**src/rtl/fp_div_pkg.sv**
```systemverilog
// Shared types and constants for the FP32 divider post-quotient stage.
// Holds the special-case code, exponent limits, packed constants and flag bit positions.
package fp_div_pkg;

    typedef enum logic [1:0] {
        SP_NORM = 2'd0,
        SP_ZERO = 2'd1,
        SP_INF  = 2'd2,
        SP_NAN  = 2'd3
    } special_e;

    localparam int BIAS    = 127;
    localparam int EXP_MAX = 255;

    localparam logic [31:0] QNAN    = 32'h7FC0_0000;
    localparam logic [31:0] INF_MAG = 32'h7F80_0000;

    localparam int FLAG_W   = 3;
    localparam int FLAG_OVF = 2;
    localparam int FLAG_UNF = 1;
    localparam int FLAG_INX = 0;

endpackage

```
**src/rtl/fp_div_round_unit.sv**
```systemverilog
// Combinational round / range-check / pack of a normalized FP32 quotient.
// FP_DIV_ROUND_RNE_EN selects round-to-nearest-even; without it the fraction is truncated.
import fp_div_pkg::*;

module fp_div_round_unit #(
    parameter int EXP_W  = 10,
    parameter int MANT_W = 23
) (
    input  logic                    i_sign,
    input  logic signed [EXP_W:0]   i_exp,
    input  logic [MANT_W-1:0]       i_frac,
    input  logic                    i_g,
    input  logic                    i_s,
    input  special_e                i_special,
    output logic [31:0]             o_result,
    output logic [FLAG_W-1:0]       o_flags
);

    localparam logic signed [EXP_W:0] L_EXP_MAX  = (EXP_W+1)'(EXP_MAX);
    localparam logic signed [EXP_W:0] L_EXP_ZERO = '0;

    logic                  w_inc;
    logic [MANT_W:0]       w_sum;
    logic                  w_carry;
    logic [MANT_W-1:0]     w_frac_r;
    logic signed [EXP_W:0] w_exp_r;

`ifdef FP_DIV_ROUND_RNE_EN
    assign w_inc = i_g & (i_s | i_frac[0]);
`else
    assign w_inc = 1'b0;
`endif

    // A carry out of the fraction means 1.111..1 rounded up to 2.0: the fraction wraps to zero
    // and the exponent absorbs the extra factor of two.
    assign w_sum    = {1'b0, i_frac} + {{MANT_W{1'b0}}, w_inc};
    assign w_carry  = w_sum[MANT_W];
    assign w_frac_r = w_sum[MANT_W-1:0];
    assign w_exp_r  = i_exp + $signed({{EXP_W{1'b0}}, w_carry});

    always_comb begin
        o_result = '0;
        o_flags  = '0;
        case (i_special)
            SP_ZERO: o_result = {i_sign, 31'd0};
            SP_INF:  o_result = {i_sign, INF_MAG[30:0]};
            SP_NAN:  o_result = QNAN;
            default: begin
                o_flags[FLAG_INX] = i_g | i_s;
                if (w_exp_r >= L_EXP_MAX) begin
                    o_result          = {i_sign, INF_MAG[30:0]};
                    o_flags[FLAG_OVF] = 1'b1;
                    o_flags[FLAG_INX] = 1'b1;
                end else if (w_exp_r <= L_EXP_ZERO) begin
                    // No subnormal support: anything below the normal range flushes to zero.
                    o_result          = {i_sign, 31'd0};
                    o_flags[FLAG_UNF] = 1'b1;
                    o_flags[FLAG_INX] = 1'b1;
                end else begin
                    o_result = {i_sign, w_exp_r[7:0], w_frac_r};
                end
            end
        endcase
    end

endmodule

```
**src/rtl/fp_div_norm_round.sv**
```systemverilog
// FP32 divider post-quotient stage: normalize (S1), round and pack (S2), valid/ready both sides.
// Rounding mode set by FP_DIV_ROUND_RNE_EN (defined: RNE, undefined: truncate).
import fp_div_pkg::*;

module fp_div_norm_round #(
    parameter int EXP_W  = 10,
    parameter int MANT_W = 23
) (
    input  logic                    clk,
    input  logic                    rst_n,
    input  logic                    in_valid,
    output logic                    in_ready,
    input  logic                    in_sign,
    input  logic signed [EXP_W-1:0] in_exp,
    input  logic [MANT_W+2:0]       in_quot,
    input  logic                    in_sticky,
    input  logic [1:0]              in_special,
    output logic                    out_valid,
    input  logic                    out_ready,
    output logic [31:0]             out_result,
    output logic [FLAG_W-1:0]       out_flags
);

    localparam int QW = MANT_W + 3;
    localparam logic signed [EXP_W:0] L_ONE = (EXP_W+1)'(1);

    logic                  r_s1_v;
    logic                  r_s1_sign;
    logic signed [EXP_W:0] r_s1_exp;
    logic [MANT_W-1:0]     r_s1_frac;
    logic                  r_s1_g;
    logic                  r_s1_s;
    special_e              r_s1_spec;

    logic                  r_s2_v;
    logic [31:0]           r_out_result;
    logic [FLAG_W-1:0]     r_out_flags;

    logic                  w_hi;
    logic signed [EXP_W:0] w_exp_ext;
    logic signed [EXP_W:0] w_n_exp;
    logic [MANT_W-1:0]     w_n_frac;
    logic                  w_n_g;
    logic                  w_n_s;
    logic                  w_s2_free;
    logic                  w_s1_move;
    logic                  w_s1_load;
    logic [31:0]           w_rnd_result;
    logic [FLAG_W-1:0]     w_rnd_flags;

    // Quotient lies in [0.5,2): a clear integer bit means one left shift restores 1.xxx.
    assign w_hi      = in_quot[QW-1];
    assign w_exp_ext = {in_exp[EXP_W-1], in_exp};
    assign w_n_exp   = w_hi ? w_exp_ext : w_exp_ext - L_ONE;
    assign w_n_frac  = w_hi ? in_quot[QW-2:2] : in_quot[QW-3:1];
    assign w_n_g     = w_hi ? in_quot[1] : in_quot[0];
    assign w_n_s     = (w_hi & in_quot[0]) | in_sticky;

    // in_ready depends only on stage state and out_ready, never on in_valid.
    assign w_s2_free = !r_s2_v || out_ready;
    assign w_s1_move = r_s1_v && w_s2_free;
    assign in_ready  = !r_s1_v || w_s2_free;
    assign w_s1_load = in_valid && in_ready;

    always_ff @(posedge clk or negedge rst_n) begin
        if (!rst_n) begin
            r_s1_v    <= 1'b0;
            r_s1_sign <= 1'b0;
            r_s1_exp  <= '0;
            r_s1_frac <= '0;
            r_s1_g    <= 1'b0;
            r_s1_s    <= 1'b0;
            r_s1_spec <= SP_NORM;
        end else begin
            if (w_s1_load) begin
                r_s1_v    <= 1'b1;
                r_s1_sign <= in_sign;
                r_s1_exp  <= w_n_exp;
                r_s1_frac <= w_n_frac;
                r_s1_g    <= w_n_g;
                r_s1_s    <= w_n_s;
                r_s1_spec <= special_e'(in_special);
            end else if (w_s1_move) begin
                r_s1_v <= 1'b0;
            end
        end
    end

    fp_div_round_unit #(
        .EXP_W  (EXP_W),
        .MANT_W (MANT_W)
    ) u_round (
        .i_sign    (r_s1_sign),
        .i_exp     (r_s1_exp),
        .i_frac    (r_s1_frac),
        .i_g       (r_s1_g),
        .i_s       (r_s1_s),
        .i_special (r_s1_spec),
        .o_result  (w_rnd_result),
        .o_flags   (w_rnd_flags)
    );

    always_ff @(posedge clk or negedge rst_n) begin
        if (!rst_n) begin
            r_s2_v       <= 1'b0;
            r_out_result <= '0;
            r_out_flags  <= '0;
        end else begin
            if (w_s1_move) begin
                r_s2_v       <= 1'b1;
                r_out_result <= w_rnd_result;
                r_out_flags  <= w_rnd_flags;
            end else if (out_ready) begin
                r_s2_v <= 1'b0;
            end
        end
    end

    assign out_valid  = r_s2_v;
    assign out_result = r_out_result;
    assign out_flags  = r_out_flags;

endmodule

```
**config.mk**
```make
export PLATFORM = sky130hd
export DESIGN_NAME = fp_div_norm_round
export DESIGN_NICKNAME = d
export VERILOG_FILES = /design/src/rtl/fp_div_pkg.sv /design/src/rtl/fp_div_round_unit.sv /design/src/rtl/fp_div_norm_round.sv
export SDC_FILE = /design/constraint.sdc
export NUM_CORES = 1
export LEC_CHECK = 0
export ABC_CLOCK_PERIOD_IN_PS = 1600
export BUFFER_PORTS_ARGS = -buffer_cell sky130_fd_sc_hd__buf_2
export CAP_MARGIN = 20
export CELL_PAD_IN_SITES_DETAIL_PLACEMENT = 1
export CELL_PAD_IN_SITES_GLOBAL_PLACEMENT = 2
export CORE_MARGIN = 4
export CORE_UTILIZATION = 30
export DETAILED_ROUTE_END_ITERATION = 10
export PLACE_DENSITY = 0.83
export SETUP_SLACK_MARGIN = 0.05
export SLEW_MARGIN = 20
export SYNTH_ARGS = -nofsm -noshare
export SYNTH_HDL_FRONTEND = slang
export SYNTH_SLANG_ARGS = --single-unit
```
**constraint.sdc**
```tcl
create_clock -name clk -period 1.6 [get_ports clk]
set_input_delay 0.32 -clock clk [delete_from_list [all_inputs] [get_ports clk]]
set_output_delay 0.32 -clock clk [all_outputs]
set_load 0.02 [all_outputs]
```
==> flow_summary.ini, run 1 <==
[outcome]
status = complete, but fails checks
violations = negative setup slack

[grt]
grtUsageTotal = 0.142
grt_max_degree = 77
grt_pass1_wl_mm = 14.4
grt_pass1_vias = 2841
antenna_found_initial = 0
grt_overflow = 0

[setup_path]
reg2reg_depth = 6
r2r_slack_ps = -110
critPathMaxFanout = 5
cp-end-kind = register
cpMaxStageDelayCell = or4_4
cp_cell_sequence = or4_4, nor2_4, buf_6, buf_12, nor3_2, a22o_1
required_ps = 1840
crit_arrival_ps = 1950
max_stage_delay_ps = 550
startpoint_type = register
critPathKind = reg2reg
cp.depth = 6
worst-path-buf-inv = 2
cp_top_family = simple AND/OR/NAND/NOR gates

[cells_and_area]
drive_gt1_frac = 0.346
antenna-diode-count = 0
fillCellCount = 1256
final_cell_mix = buf_2, dfrtp_1, nand2_1
flow.area_growth_from_synthesis_pct = 31.6
final_common_cell = buf_2
post-route-util = 0.402
nets = 455

[pwr]
p_comb_frac = 0.215
sw_frac_of_total = 0.301
internal-power_mw = 3.28
p_seq_frac = 0.493
pwr-share-clk = 0.292
power.density_mw_per_mm2 = 1080
p_leak_nw = 2.09
p_sw_mw = 1.41
irDropWorstVdd_v = 0.000457

[timing]
relSlewSlack = 0.684
hold_viol_final = 0
tightest_slew_ps = 472
period_share = 1.07
min_period_ps = 1710
setup_tns_ps = -1400
setup_violations = 23
max_freq_mhz = 584
setup_ws_ps = -112
finClkSkew_ps = 10.1
slew_violations = 0
grt_setup_unrepaired = true

[synth]
yosys_warnings = 0
synth.distinct_cells = 36
synth.area.top_cells = dfrtp_1, mux2i_1, o21ai_0
syn_inst = 303
yosysSeqAreaShare = 0.575
syn_area_per_cell_sq_um = 10.9
ys_seq_elements = 76
syn_nets = 348
syn_area_sq_mm = 0.00331
synth_top_flop_cell = dfrtp_1
async_flop_share = 1.00
netlist.area_leader.share = 0.575
synth_edf_count = 0
synth_top_area_cell = dfrtp_1

[clock_network]
clock-root-buffer = clkbuf_8
clk_pin_slew_ps = 80
cts_buffers = 9
cts_sinks = 76
htreeDepth = 3
insertion_delay_ps = 350
tritoncts = yes
cts_max_path_buffers = 2

[floorplanning]
fp.dieW_um = 113
ioPinCount = 81
die_y_um = 113
die-area_sq_mm = 0.0128
fp-row-count = 38
start_util = 0.305
core_area_sq_mm = 0.0108

[min_path]
hold_depth = 2
min_path_type = in2reg

[drt]
drt-pass1-iter-count = 4
via_per_inst = 4.76
detail-route-antenna-nets = 0
routedWlPerCell_um = 15.9
drtIter0Drc = 91
routed_wl_mm = 8.78
drcViolationCount = 0
dr_total_vias = 2631

[placed_design]
hpwl_mm = 5.96
portBuffers = 80
gp_congestion = 0.780

[flow_run]
drv_cap = 0
[worst paths after layout]
path                                              end                  startpoint
max                        out_result[17]$_DFFE_PN0P_     r_s1_exp[5]$_DFFE_PN0P_
min                                r_s1_v$_DFFE_PN0P_                    in_valid
max reg2reg                out_result[17]$_DFFE_PN0P_     r_s1_exp[5]$_DFFE_PN0P_
min reg2reg                out_result[31]$_DFFE_PN0P_  out_result[31]$_DFFE_PN0P_
max in group asynchronous     r_s1_exp[1]$_DFFE_PN0P_                       rst_n
min in group asynchronous  out_result[16]$_DFFE_PN0P_                       rst_n
[cell families (layout without fill, tap and decap cells)]
group | Yosys count | count (layout) | share of synthesized area
simple gates | 85 | 87 | 0.126
xor+xnor | 9 | 9 | 0.0238
mux | 27 | 27 | 0.0828
buf+inv | 19 | 127 | 0.0291
flops | 76 | 76 | 0.575
fa+ha+maj | 1 | 1 | 0.00378
compound gates | 86 | 86 | 0.160
[Yosys cell counts, types with 2 or more instances]
cell type	n
nand2_1	44
dfrtp_1	76
buf_2	5
or4_4	2
xor2_1	5
inv_1	2
nor2_1	15
or3_1	2
buf_6	2
nand2b_1	3
nor3_1	4
xnor2_1	4
a22o_1	21
nand3b_1	2
mux2i_1	24
nand3_1	4
clkbuf_1	8
o21ai_0	45
mux2_2	3
nand4_1	2
a22o_2	2
a21oi_1	14
[per-layer routing]
metal | track usage | part of all wire | wire, um
met5 | 0 | 0 | 0
met1 | 0.185 | 0.46 | 4030
met4 | 0.0505 | 0.014 | 124
met3 | 0.0283 | 0.035 | 305
met2 | 0.237 | 0.49 | 4330
[metrics by stage]
step	instance area [sq um]	instances	setup slack (ps)	power, mW	hold WS (ps)
after floorplan	3310	303	38.5	2.86	24.4
after global placement	3960	524	-192	3.23	368
after detailed placement	3960	524	-245	3.28	374
after CTS	4300	550	-93.3	4.74	187
after global routing	4360	553	-134	4.98	195
final	4360	553	-112	4.69	201
[sequential cells by signal, indices dropped and copies added, names as in the netlist]
signal and count:
out_flags 3, out_result 32, out_valid 1, r_s1_exp 11, r_s1_frac 23, r_s1_g 1, r_s1_s 1, r_s1_sign 1
r_s1_spec 2, r_s1_v 1
[layout make-up]
| class | instances | area (sq um) | area share |
|---|---|---|---|
| clock buffer | 9 | 124 | 0.0284 |
| multi-input combinational | 210 | 1370 | 0.314 |
| tap | 140 | 175 | 0.0402 |
| clock inverter | 5 | 55.1 | 0.0126 |
| inverter | 2 | 7.51 | 0.00172 |
| timing repair buffer | 111 | 726 | 0.167 |
| sequential | 76 | 1900 | 0.437 |
[power by group through the flow]
stage / combinational, mW / clock [mW] / sequential (mW)
detailed placement: 0.916 / 0 / 2.36
global placement: 0.889 / 0 / 2.35
floorplan: 0.404 / 0 / 2.45
global route: 1.13 / 1.51 / 2.35
CTS: 0.996 / 1.43 / 2.31
finish: 1.01 / 1.37 / 2.31
[what timing repair did]
item	4_1_cts	5_1_grt
endpoints found under the setup margin	24	38
cloned	2	1
pin swaps	4	3
buffers inserted	9	2
hold endpoints to repair	36	0
gates resized for setup	7	11
hold buffers	1	0
Power figures use the tool's default switching activity.
==> inputs of run 2 (changes only) <==
==> constraint.sdc (replaced) <==
create_clock -name clk -period 1.6 [get_ports clk]
set_input_delay 0.4 -clock clk [delete_from_list [all_inputs] [get_ports clk]]
set_output_delay 0.4 -clock clk [all_outputs]
set_load 0.02 [all_outputs]
==> flow_summary.ini, run 2 (synthesis gave the netlist of run 1 again) <==
[outcome]
violations = negative setup slack
status = complete, but fails checks

[drt]
routed_wl_mm = 8.73
dr_total_vias = 2598
routedWlPerCell_um = 15.9
detail-route-antenna-nets = 0
drtIter0Drc = 64
via_per_inst = 4.73
drcViolationCount = 0
drt-pass1-iter-count = 4

[grt]
grt_pass1_wl_mm = 14.5
grtUsageTotal = 0.143
grt_overflow = 0
grt_pass1_vias = 2798
grt_max_degree = 77
antenna_found_initial = 0

[clock_network]
clock-root-buffer = clkbuf_8
cts_max_path_buffers = 2
tritoncts = yes
cts_buffers = 9
hold_buffers = 0
htreeDepth = 3
clk_pin_slew_ps = 80
cts_sinks = 76
insertion_delay_ps = 350

[timing]
timing.hold.ws_ps = 46.7
min_period_ps = 1680
setup_ws_ps = -77.6
setup_violations = 23
max_freq_mhz = 596
finClkSkew_ps = 13.6
grt_setup_unrepaired = true
hold_viol_final = 0
period_share = 1.05
slew_violations = 0
relSlewSlack = 0.632
tightest_slew_ps = 551

[cells_and_area]
final_cell_mix = buf_2, dfrtp_1, nand2_1
drive_gt1_frac = 0.342
nets = 450
flow.area_growth_from_synthesis_pct = 30.7
final_cell_area_sq_mm = 0.00433
layoutNonFillerInstCount = 549
antenna-diode-count = 0
final_common_cell = buf_2
post-route-util = 0.399
largest_reg_flops = 32

[flow_run]
drv_cap = 0

[floorplanning]
die-area_sq_mm = 0.0128
ioPinCount = 81
start_util = 0.305
die_y_um = 113
fp.dieW_um = 113
fp-row-count = 38
core_area_sq_mm = 0.0108

[placed_design]
post-place-ws_ps = -384
hpwl_mm = 6.07
portBuffers = 80
post-place-cells = 524
post_dp_cell_area_sq_mm = 0.00396
gp_congestion = 0.793

[setup_path]
startpoint_type = register
cp-end-kind = register
worst_r2r_endpoint = out_result[1]$_DFFE_PN0P_
crit_arrival_ps = 1920
reg2reg_depth = 5
critPathKind = reg2reg
regToRegStartpoint = r_s1_exp[3]$_DFFE_PN0P_
critPathMaxFanout = 6
required_ps = 1840
r2r_slack_ps = -80

[pwr]
power.density_mw_per_mm2 = 1110
irDropWorstVdd_v = 0.000348
p_leak_nw = 2.08

[min_path]
min_path_type = in2async
[run 2: what timing repair did]
item	in CTS	in global routing
resized for setup	5	8
buffers inserted	8	0
gates cloned	1	1
hold endpoints to repair	0	0
setup endpoints to repair	24	49
pin swaps	7	1
[run 2: cell type report]
class / instances / area, sq um
fillers: 1247 / 6520
flip-flops and latches: 76 / 1900
inverters: 2 / 7.51
multi-input cells: 209 / 1350
clock inverters: 3 / 46.3
clock buffers: 12 / 155
repair buffers: 107 / 687
well taps: 140 / 175
[run 2: how the worst max path moves through the flow]
stage,startpoint,to,slack [ps],cells after the start
after floorplan,r_s1_exp[5]$_DFFE_PN0P_,out_result[15]$_DFFE_PN0P_,40,5
after global placement,out_ready,out_result[1]$_DFFE_PN0P_,-250,5
after detailed placement,out_ready,out_result[1]$_DFFE_PN0P_,-380,5
after CTS,r_s1_exp[3]$_DFFE_PN0P_,out_result[1]$_DFFE_PN0P_,-50,5
after global routing,r_s1_exp[1]$_DFFE_PN0P_,out_result[1]$_DFFE_PN0P_,-120,5
final,r_s1_exp[3]$_DFFE_PN0P_,out_result[1]$_DFFE_PN0P_,-80,5
[run 2: worst max-delay path: stages, from the launching register on]
cell,delay [ps]
dfrtp_1,380
or4_4,540
nor2_4,190
nor3_4,90
buf_12,150
a22o_4,200
[run 2: where the power goes]
part	internal [mW]	switching, mW
Clock	0.801	0.712
Sequential	2.17	0.148
Combinational	0.408	0.577
Total	3.38	1.44
[run 2: metrics by stage]
step / power [mW] / TNS, ps
floorplan: 2.86 / 0
global placement: 3.24 / -5030
detailed placement: 3.28 / -7870
CTS: 4.86 / -771
global route: 5.11 / -2200
finish: 4.81 / -1080
[run 2: metal layers]
metal  GRT usage  wire length, um  share of wire  up-vias
li1            -                -              -     1278
met1       0.187             3960           0.45     1260
met2       0.231             4300           0.49       48
met3      0.0257              302          0.035       12
met4      0.0673              165          0.019        0
met5           0                0              0        -
